File: config.mk
export PLATFORM = sky130hd
export DESIGN_NAME = fetch_unit_flat
export DESIGN_NICKNAME = d
export VERILOG_FILES = /design/src/rtl/fetch_pkg.sv /design/src/rtl/fetch_if.sv /design/src/rtl/fetch_fifo.sv /design/src/rtl/fetch_unit.sv /design/src/flat_wrapper.sv
export SDC_FILE = /design/constraint.sdc
export NUM_CORES = 1
export LEC_CHECK = 0
export ABC_AREA = 1
export CORE_MARGIN = 2
export CORE_UTILIZATION = 30
export DETAILED_ROUTE_END_ITERATION = 12
export GPL_TIMING_DRIVEN = 0
export MAX_ROUTING_LAYER = met4
export PLACE_DENSITY = 0.62
export SLEW_MARGIN = 15
export SYNTH_ARGS = -nofsm -noshare
export SYNTH_HDL_FRONTEND = slang
export SYNTH_HIERARCHICAL = 1
export SYNTH_SLANG_ARGS = --single-unit
File: constraint.sdc
create_clock -name clk -period 10.29 [get_ports clk]
set_input_delay 2.058 -clock clk [delete_from_list [all_inputs] [get_ports clk]]
set_output_delay 2.058 -clock clk [all_outputs]
set_load 0.005 [all_outputs]
File: src/rtl/fetch_pkg.sv
// Shared fetch-stage definitions: instruction size, default reset PC,
// the buffered {pc, instr} entry type and a small alignment helper.
package fetch_pkg;

  localparam int FETCH_ADDR_W = 32;
  localparam int FETCH_DATA_W = 32;
  localparam int INSTR_BYTES  = 4;

  localparam logic [FETCH_ADDR_W-1:0] DEFAULT_RESET_PC = 32'h0000_0000;

  typedef struct packed {
    logic [FETCH_ADDR_W-1:0] pc;
    logic [FETCH_DATA_W-1:0] instr;
  } fetch_entry_t;

  // True when a byte address is not on an instruction boundary.
  function automatic logic is_misaligned(input logic [1:0] lsb);
    return lsb != 2'b00;
  endfunction

endpackage

File: src/rtl/fetch_if.sv
// Fetch-to-decode handshake: head-of-buffer {pc, instr} with valid/ready.
interface fetch_if
  import fetch_pkg::*;
#(
  parameter int ADDRESS_WIDTH = FETCH_ADDR_W,
  parameter int DATA_WIDTH    = FETCH_DATA_W
);

  logic                     out_valid;
  logic                     out_ready;
  logic [DATA_WIDTH-1:0]    out_instr;
  logic [ADDRESS_WIDTH-1:0] out_pc;

  modport master (
    output out_valid,
    output out_instr,
    output out_pc,
    input  out_ready
  );

  modport slave (
    input  out_valid,
    input  out_instr,
    input  out_pc,
    output out_ready
  );

endinterface

File: src/rtl/fetch_fifo.sv
// Generic synchronous FIFO with flush. Flush dominates push and pop;
// a push into a full FIFO is accepted only when a pop frees a slot
// in the same cycle. Storage is reset to zero so the head is never X.
module fetch_fifo
  import fetch_pkg::*;
#(
  parameter int WIDTH = FETCH_ADDR_W + FETCH_DATA_W,
  parameter int DEPTH = 2
) (
  input  logic                       clk,
  input  logic                       rst,
  input  logic                       push,
  input  logic [WIDTH-1:0]           push_data,
  input  logic                       pop,
  input  logic                       flush,
  output logic                       full,
  output logic                       empty,
  output logic [$clog2(DEPTH):0]     count,
  output logic [WIDTH-1:0]           head_data
);

  localparam int PTR_W = $clog2(DEPTH);
  localparam int CNT_W = PTR_W + 1;

  logic [WIDTH-1:0] mem_q [DEPTH];
  logic [PTR_W-1:0] rd_ptr_q, rd_ptr_d;
  logic [PTR_W-1:0] wr_ptr_q, wr_ptr_d;
  logic [CNT_W-1:0] count_q,  count_d;
  logic             do_push, do_pop;

  assign empty     = (count_q == '0);
  assign full      = (count_q == CNT_W'(DEPTH));
  assign count     = count_q;
  assign head_data = mem_q[rd_ptr_q];

  assign do_pop  = pop & ~empty;
  assign do_push = push & (~full | do_pop);

  // Next-state for pointers and occupancy; flush empties the buffer outright.
  always_comb begin
    rd_ptr_d = rd_ptr_q;
    wr_ptr_d = wr_ptr_q;
    count_d  = count_q;
    if (flush) begin
      rd_ptr_d = '0;
      wr_ptr_d = '0;
      count_d  = '0;
    end else begin
      if (do_pop)  rd_ptr_d = rd_ptr_q + PTR_W'(1);
      if (do_push) wr_ptr_d = wr_ptr_q + PTR_W'(1);
      case ({do_push, do_pop})
        2'b10:   count_d = count_q + CNT_W'(1);
        2'b01:   count_d = count_q - CNT_W'(1);
        default: count_d = count_q;
      endcase
    end
  end

  // Control registers.
  always_ff @(posedge clk) begin
    if (rst) begin
      rd_ptr_q <= '0;
      wr_ptr_q <= '0;
      count_q  <= '0;
    end else begin
      rd_ptr_q <= rd_ptr_d;
      wr_ptr_q <= wr_ptr_d;
      count_q  <= count_d;
    end
  end

  // Entry storage; a flushed cycle writes nothing.
  always_ff @(posedge clk) begin
    if (rst) begin
      for (int i = 0; i < DEPTH; i++) mem_q[i] <= '0;
    end else if (do_push && !flush) begin
      mem_q[wr_ptr_q] <= push_data;
    end
  end

endmodule

File: src/rtl/fetch_unit.sv
// Instruction-fetch stage: owns the PC, reads the combinational
// instruction memory at pc, and queues {pc, instr} pairs for decode.
// Redirect flushes the queue and reloads an aligned PC; halt only
// stops new fetches so the queue still drains.
module fetch_unit
  import fetch_pkg::*;
#(
  parameter int                       ADDRESS_WIDTH = FETCH_ADDR_W,
  parameter int                       DATA_WIDTH    = FETCH_DATA_W,
  parameter logic [ADDRESS_WIDTH-1:0] RESET_PC      = ADDRESS_WIDTH'(DEFAULT_RESET_PC),
  parameter int                       FIFO_DEPTH    = 2
) (
  input  logic                     clk,
  input  logic                     rst,
  output logic [ADDRESS_WIDTH-1:0] imem_addr,
  input  logic [DATA_WIDTH-1:0]    imem_instr,
  input  logic                     redirect_valid,
  input  logic [ADDRESS_WIDTH-1:0] redirect_pc,
  input  logic                     halt,
  fetch_if.master                  out_if,
  output logic                     misaligned
);

  localparam int ENTRY_W = ADDRESS_WIDTH + DATA_WIDTH;
  localparam int CNT_W   = $clog2(FIFO_DEPTH) + 1;

  logic [ADDRESS_WIDTH-1:0] pc_q, pc_d;
  logic                     misaligned_q, misaligned_d;

  logic                     pop, can_push;
  logic                     fifo_full, fifo_empty;
  logic [CNT_W-1:0]         fifo_count;
  logic [ENTRY_W-1:0]       head_data;

  // The memory sees the PC register directly.
  assign imem_addr  = pc_q;
  assign misaligned = misaligned_q;

  assign out_if.out_valid = ~fifo_empty;
  assign out_if.out_pc    = head_data[ENTRY_W-1:DATA_WIDTH];
  assign out_if.out_instr = head_data[DATA_WIDTH-1:0];

  assign pop      = out_if.out_valid & out_if.out_ready;
  assign can_push = ~halt & ~redirect_valid & (~fifo_full | pop);

  // PC and misaligned-flag next state; redirect wins over sequential fetch.
  always_comb begin
    pc_d         = pc_q;
    misaligned_d = misaligned_q;
    if (redirect_valid) begin
      pc_d = {redirect_pc[ADDRESS_WIDTH-1:2], 2'b00};
      if (is_misaligned(redirect_pc[1:0])) misaligned_d = 1'b1;
    end else if (can_push) begin
      pc_d = pc_q + ADDRESS_WIDTH'(INSTR_BYTES);
    end
  end

  // PC and sticky misaligned flag registers.
  always_ff @(posedge clk) begin
    if (rst) begin
      pc_q         <= RESET_PC;
      misaligned_q <= 1'b0;
    end else begin
      pc_q         <= pc_d;
      misaligned_q <= misaligned_d;
    end
  end

  fetch_fifo #(
    .WIDTH (ENTRY_W),
    .DEPTH (FIFO_DEPTH)
  ) u_fifo (
    .clk       (clk),
    .rst       (rst),
    .push      (can_push),
    .push_data ({pc_q, imem_instr}),
    .pop       (pop),
    .flush     (redirect_valid),
    .full      (fifo_full),
    .empty     (fifo_empty),
    .count     (fifo_count),
    .head_data (head_data)
  );

  // Occupancy and empty flag must always agree.
  a_count_empty: assert property (@(posedge clk) disable iff (rst)
    fifo_empty == (fifo_count == '0));

endmodule

File: src/flat_wrapper.sv
// flat-port wrapper written by rule: the top's interface ports become plain ports
module fetch_unit_flat import fetch_pkg::*;
#(
  parameter int                       ADDRESS_WIDTH = FETCH_ADDR_W,
  parameter int                       DATA_WIDTH    = FETCH_DATA_W,
  parameter logic [ADDRESS_WIDTH-1:0] RESET_PC      = ADDRESS_WIDTH'(DEFAULT_RESET_PC),
  parameter int                       FIFO_DEPTH    = 2
)
  (clk, rst, imem_addr, imem_instr, redirect_valid, redirect_pc, halt, misaligned, out_if_out_valid, out_if_out_instr, out_if_out_pc, out_if_out_ready);
  fetch_if #(.ADDRESS_WIDTH(ADDRESS_WIDTH), .DATA_WIDTH(DATA_WIDTH)) out_if_i ();
  input  logic clk;
  input  logic rst;
  output logic [ADDRESS_WIDTH-1:0] imem_addr;
  input  logic [DATA_WIDTH-1:0] imem_instr;
  input  logic redirect_valid;
  input  logic [ADDRESS_WIDTH-1:0] redirect_pc;
  input  logic halt;
  output logic misaligned;
  output wire logic [$bits(out_if_i.out_valid)-1:0] out_if_out_valid;
  output wire logic [$bits(out_if_i.out_instr)-1:0] out_if_out_instr;
  output wire logic [$bits(out_if_i.out_pc)-1:0] out_if_out_pc;
  input wire logic [$bits(out_if_i.out_ready)-1:0] out_if_out_ready;
  assign out_if_out_valid = out_if_i.out_valid;
  assign out_if_out_instr = out_if_i.out_instr;
  assign out_if_out_pc = out_if_i.out_pc;
  assign out_if_i.out_ready = out_if_out_ready;
  fetch_unit #(.ADDRESS_WIDTH(ADDRESS_WIDTH), .DATA_WIDTH(DATA_WIDTH), .RESET_PC(RESET_PC), .FIFO_DEPTH(FIFO_DEPTH)) u_core (.clk(clk), .rst(rst), .imem_addr(imem_addr), .imem_instr(imem_instr), .redirect_valid(redirect_valid), .redirect_pc(redirect_pc), .halt(halt), .out_if(out_if_i), .misaligned(misaligned));
endmodule
---- Yosys cells after proc, flatten, opt, wreduce, memory -nomap -nowiden ----
Memories as Yosys holds them, arrays and structs flattened. A register that Yosys moved wholly into a read port is not among the register bits.
Index checks and enable logic that the tools add are counted.
Widths: inputs -> output; s select.
operators by class
  add/subtract/negate cells ............... 5
  equality and inequality tests ........... 3
  mux-type cells .......................... 13
  bitwise gates (word level) .............. 11
  reductions and logical operators ........ 9
operators by type and width
  cell                   count
  $mux 32                2
  $mux 64                1
  $reduce_or 64->1       1
  $add 32x3->32 const B  1
  $mux 1                 9
  $reduce_bool 2->1      3
  $and 1x1->1            5
  $eq 2x2->1 const B     2
  $not 1->1              4
  $pmux 2 s2             1
  $add 1x1->1 const B    2
  $add 2x1->2 const B    1
  $eq 2x1->1 const B     1
  $logic_not 2->1        1
  $or 1x1->1             2
  $reduce_and 2->1       1
  $reduce_or 2->1        1
  $sub 2x1->2 const B    1
  $logic_and 1x1->1      1
  $logic_not 1->1        1
word-level totals
  register bits after elaboration ......... 37
  RAM bits ................................ 128
  input bits .............................. 69
  output and inout port bits .............. 98
  memories ................................ 1
memory list
  memory               depth  bits a word  rd ports  clocked after Yosys merged registers in  write ports  RTL line          source
  u_core.u_fifo.mem_q  2      64           1         1                                        2            fetch_fifo.sv:25  logic [WIDTH-1:0] mem_q [DEPTH];

---- Depth between registers and ports, before layout ----
  depth after elaboration ................. 12
  mapped depth ............................ 14

---- Cells and area by module ----
Netlist, hierarchy kept.
modules (own cells, without submodules)
  module      instances  cells each  area an instance (sq um)  sequential area each (sq um)
  fetch_fifo  1          450         6144.6                    3943.8
  fetch_unit  1          389         2283.4                    620.6

---- Least setup slack after synthesis ----
OpenSTA, ideal clock, no wires.
  kind .................................... input -> register
  start ................................... input out_if_out_ready
  end ..................................... memory u_core/u_fifo/mem_q[1][0] (netlist bit) (enable)
  data arrival time ....................... 4.536 ns
  required time ........................... 9.866 ns
  slack ................................... 5.331 ns
  stages on the path ...................... 11
  path buffers ............................ 3
  cells stage by stage .................... inv_1 -> nor2_1 -> o21ai_2 -> inv_1 -> clkbuf_8 -> nand2_2 -> inv_2 -> nand3_2 -> buf_6 -> buf_12 -> nand2_1
RTL lines
  what         RTL line            source
  from (decl)  flat_wrapper.sv:22  input wire logic [$bits(out_if_i.out_ready)-1:0] out_if_out_ready;
  to (decl)    fetch_fifo.sv:25

==> flow_metrics.env <==
export IMPL_drive_above_1_share=0.206
export IMPL_vias_per_cell=4.37
export IMPL_die_w_um=172
export IMPL_netlist_area_um2=8430
export IMPL_p_switching_mw=0.367
export IMPL_status="complete, no violations"
export IMPL_cts_resized=0
export IMPL_core_um2=27700
export IMPL_max_vdd_ir_drop_v=0.000103
export IMPL_final_common_cell="clkdlybuf4s50_1"
export IMPL_post_route_min_period_ns=4.58
export IMPL_first_pass_iters=5
export IMPL_worstHoldPathCells=2
export IMPL_synthCells=839
export IMPL_clk_latency_ns=0.42
export IMPL_cts_tree="done"
export IMPL_setup_viol=0
export IMPL_num_rows=61
export IMPL_cp_slowest_cell="clkdlybuf4s50_1"
export IMPL_syn_avg_cell_area_um2=10.0
export IMPL_mostFrequentLayoutCells="clkdlybuf4s50_1, nand2_1, inv_1"
export IMPL_grt_pass1_wl_um=33100
export IMPL_wl_um=21500
export IMPL_synthFlopType="edfxtp_1"
export IMPL_place_congestion=0.864
export IMPL_end_kind="register"
export IMPL_area_growth_pct=33.6
export IMPL_grt_pass1_vias=5998
export IMPL_r2r_end="u_core/u_fifo/mem_q[0][12]"
export IMPL_cp_max_fo=33
export IMPL_fin_area_um2=11300
export IMPL_die_area_um2=29500
export IMPL_internal_power_mw=1.24
export IMPL_pwr_share_clk=0.429
export IMPL_skew_ns=0.00809
export IMPL_rsz0062_at_grt="no"
export IMPL_max_slew_margin=0.605
export IMPL_yosysWarnings=6
export IMPL_min_path_type="reg2reg"
export IMPL_antenna_cells=0
export IMPL_reg2reg_from="u_core/u_fifo/count[0]"
export IMPL_cpPeakStageDelay_ns=0.46
export IMPL_root_buffer="clkbuf_16"
export IMPL_nets=1097
export IMPL_cp_required_ns=10.40
export IMPL_place_area_um2=10600
export IMPL_post_drt_wl_per_cell_um=15.1
export IMPL_ys_async_sr_fraction=0
export IMPL_crit_arrival_ns=4.69
export IMPL_whs_endpoint="u_core/misaligned"
export IMPL_grt_max_degree=38
export IMPL_dp_hpwl_um=15700
export IMPL_post_route_util=0.406
export IMPL_synth_edf_count=128
export IMPL_yosysTopAreaCellShare=0.456
export IMPL_antenna_found_initial=0
export IMPL_detail_route_antenna_nets=0
export IMPL_top_level_ports=167
export IMPL_crit_chain="clkdlybuf4s50_1, inv_1, nor2_1, o21ai_2, inv_1, clkbuf_8, nand2_2, inv_2, nand2_1, buf_6, buf_6, nand2_4, buf_12"
export IMPL_hold_start="u_core/misaligned"
export IMPL_cp_start_kind="primary input"
export IMPL_die_h_um=172
export IMPL_worstSetupPathType="in2reg"
export IMPL_h_tree_depth=4
export IMPL_yosys_top_cells_area="edfxtp_1, dfxtp_1, mux2_2"
export IMPL_clkTransAtPathRegs_ns=0.07
export IMPL_slew_viol_final=0
export IMPL_swShare=0.228
export IMPL_grt_usage=0.154
export IMPL_synth_cell_types=36
export IMPL_combPwrFrac=0.098
export IMPL_cap_violations=0
export IMPL_cts_made_buffers=17
export IMPL_num_vias=6202
export IMPL_drc_errors=0
export IMPL_post_cts_repair_setup_buffers=0
export IMPL_fin_crit_sh=0.445
export IMPL_grt_overflow_total=0
export IMPL_yosysSeqAreaShare=0.542
export IMPL_cts_sinks=164
export IMPL_drt_iter0_markers=319
export IMPL_powerDensity_nw_per_um2=143
export IMPL_power_frac_seq=0.473
export IMPL_cts_hold_buf=0
export IMPL_rrSetupSlack_ns=7.22
export IMPL_initial_core_util=0.304
export IMPL_tightest_slew_ns=0.593
export IMPL_synth_top_cell_by_area="edfxtp_1"
export IMPL_clock_path_buffers=2
export IMPL_hold_violations=0
export IMPL_worst_r2r_path_depth=14
export IMPL_ys_ff_latch=164
export IMPL_max_freq_ghz=0.218
export IMPL_fin_tns_setup_ns=0
export IMPL_portBuffers=164
export IMPL_p_leak_nw=4.26
==> area by class of cell <==
class | instances | area, um2
Multi-Input combinational cell | 507 | 3090
Timing Repair Buffer | 166 | 1680
Clock buffer | 20 | 489
Fill cell | 2712 | 16400
Clock inverter | 12 | 163
Inverter | 136 | 510
Sequential cell | 164 | 4560
Buffer | 35 | 294
Tap cell | 378 | 473
==> worst max-delay path by stage <==
stage	start	cells past startpoint	end	slack, ns
after CTS	out_if_out_ready	13	u_core/u_fifo/mem_q[0][12]	5.71
after global routing	out_if_out_ready	13	u_core/u_fifo/mem_q[0][12]	5.55
final	out_if_out_ready	13	u_core/u_fifo/mem_q[0][12]	5.71
after global placement	redirect_valid	12	u_core/u_fifo/mem_q[0][27]	3.54
after detailed placement	out_if_out_ready	13	u_core/u_fifo/mem_q[0][8]	5.27
after floorplan	out_if_out_ready	11	u_core/u_fifo/mem_q[1][0]	5.33
==> Yosys cell counts, types with 2 or more instances <==
cell type / count
a21oi_1: 29
xor2_1: 2
mux2_2: 64
a22oi_1: 2
nand2_2: 5
buf_2: 13
o21ai_0: 24
nor2_2: 20
buf_12: 4
nor2_4: 50
buf_6: 6
nand2_1: 137
nand4_1: 2
inv_2: 3
edfxtp_1: 128
nand2_4: 3
clkbuf_1: 6
buf_4: 4
a31oi_1: 5
dfxtp_1: 36
o21bai_1: 4
nand3_1: 43
inv_1: 133
o211ai_1: 2
nor2_1: 103
==> routing by layer <==
layer | vias up | wire, um | GRT usage
met4 | 0 | 328 | 0.0501
met3 | 21 | 868 | 0.0242
met2 | 147 | 10600 | 0.253
met5 | - | 0 | -
li1 | 3082 | - | -
met1 | 2952 | 9620 | 0.195
==> cells by family after synthesis <==
| group | share of synthesized area |
|---|---|
| simple gates | 0.229 |
| buf+inv | 0.0955 |
| flops | 0.542 |
| compound gates | 0.0433 |
| mux | 0.0855 |
| xor+xnor | 0.00312 |
| fa+ha+maj | 0.00148 |
| other cells | 0.000445 |
==> power by group through the flow <==
stage | combinational [mW] | sequential (mW) | clock [mW]
2_1_floorplan | 0.0715 | 0.770 | 0
3_3_place_gp | 0.156 | 0.778 | 0
3_5_place_dp | 0.160 | 0.776 | 0
4_1_cts | 0.161 | 0.762 | 0.709
5_1_grt | 0.174 | 0.765 | 0.737
6_report | 0.158 | 0.761 | 0.691
==> per-stage QoR <==
step,hold slack [ns],setup WS (ns),power [mW],instances
floorplan,0.447,5.33,0.842,842
global route,0.466,5.55,1.68,1418
CTS,0.456,5.71,1.63,1418
global placement,0.442,3.54,0.933,1384
detailed placement,0.443,5.27,0.936,1386
finish,0.453,5.71,1.61,1418
==> registers in the layout, summed over array words and instances, names as in the netlist, named ones only <==
signal / flops
u_core/u_fifo/mem_q: 128
u_core/imem_addr: 30
u_core/u_fifo/count: 2
u_core/misaligned: 1
u_core/u_fifo/rd_ptr_q: 1
u_core/u_fifo/wr_ptr_q: 1
==> worst max-delay path: cells and delay by family <==
family,cells,cell delay (ns)
compound gates,1,0.17
buf+inv,8,1.55
simple gates,4,0.88
Note: power is estimated with default switching activity, not from simulation.
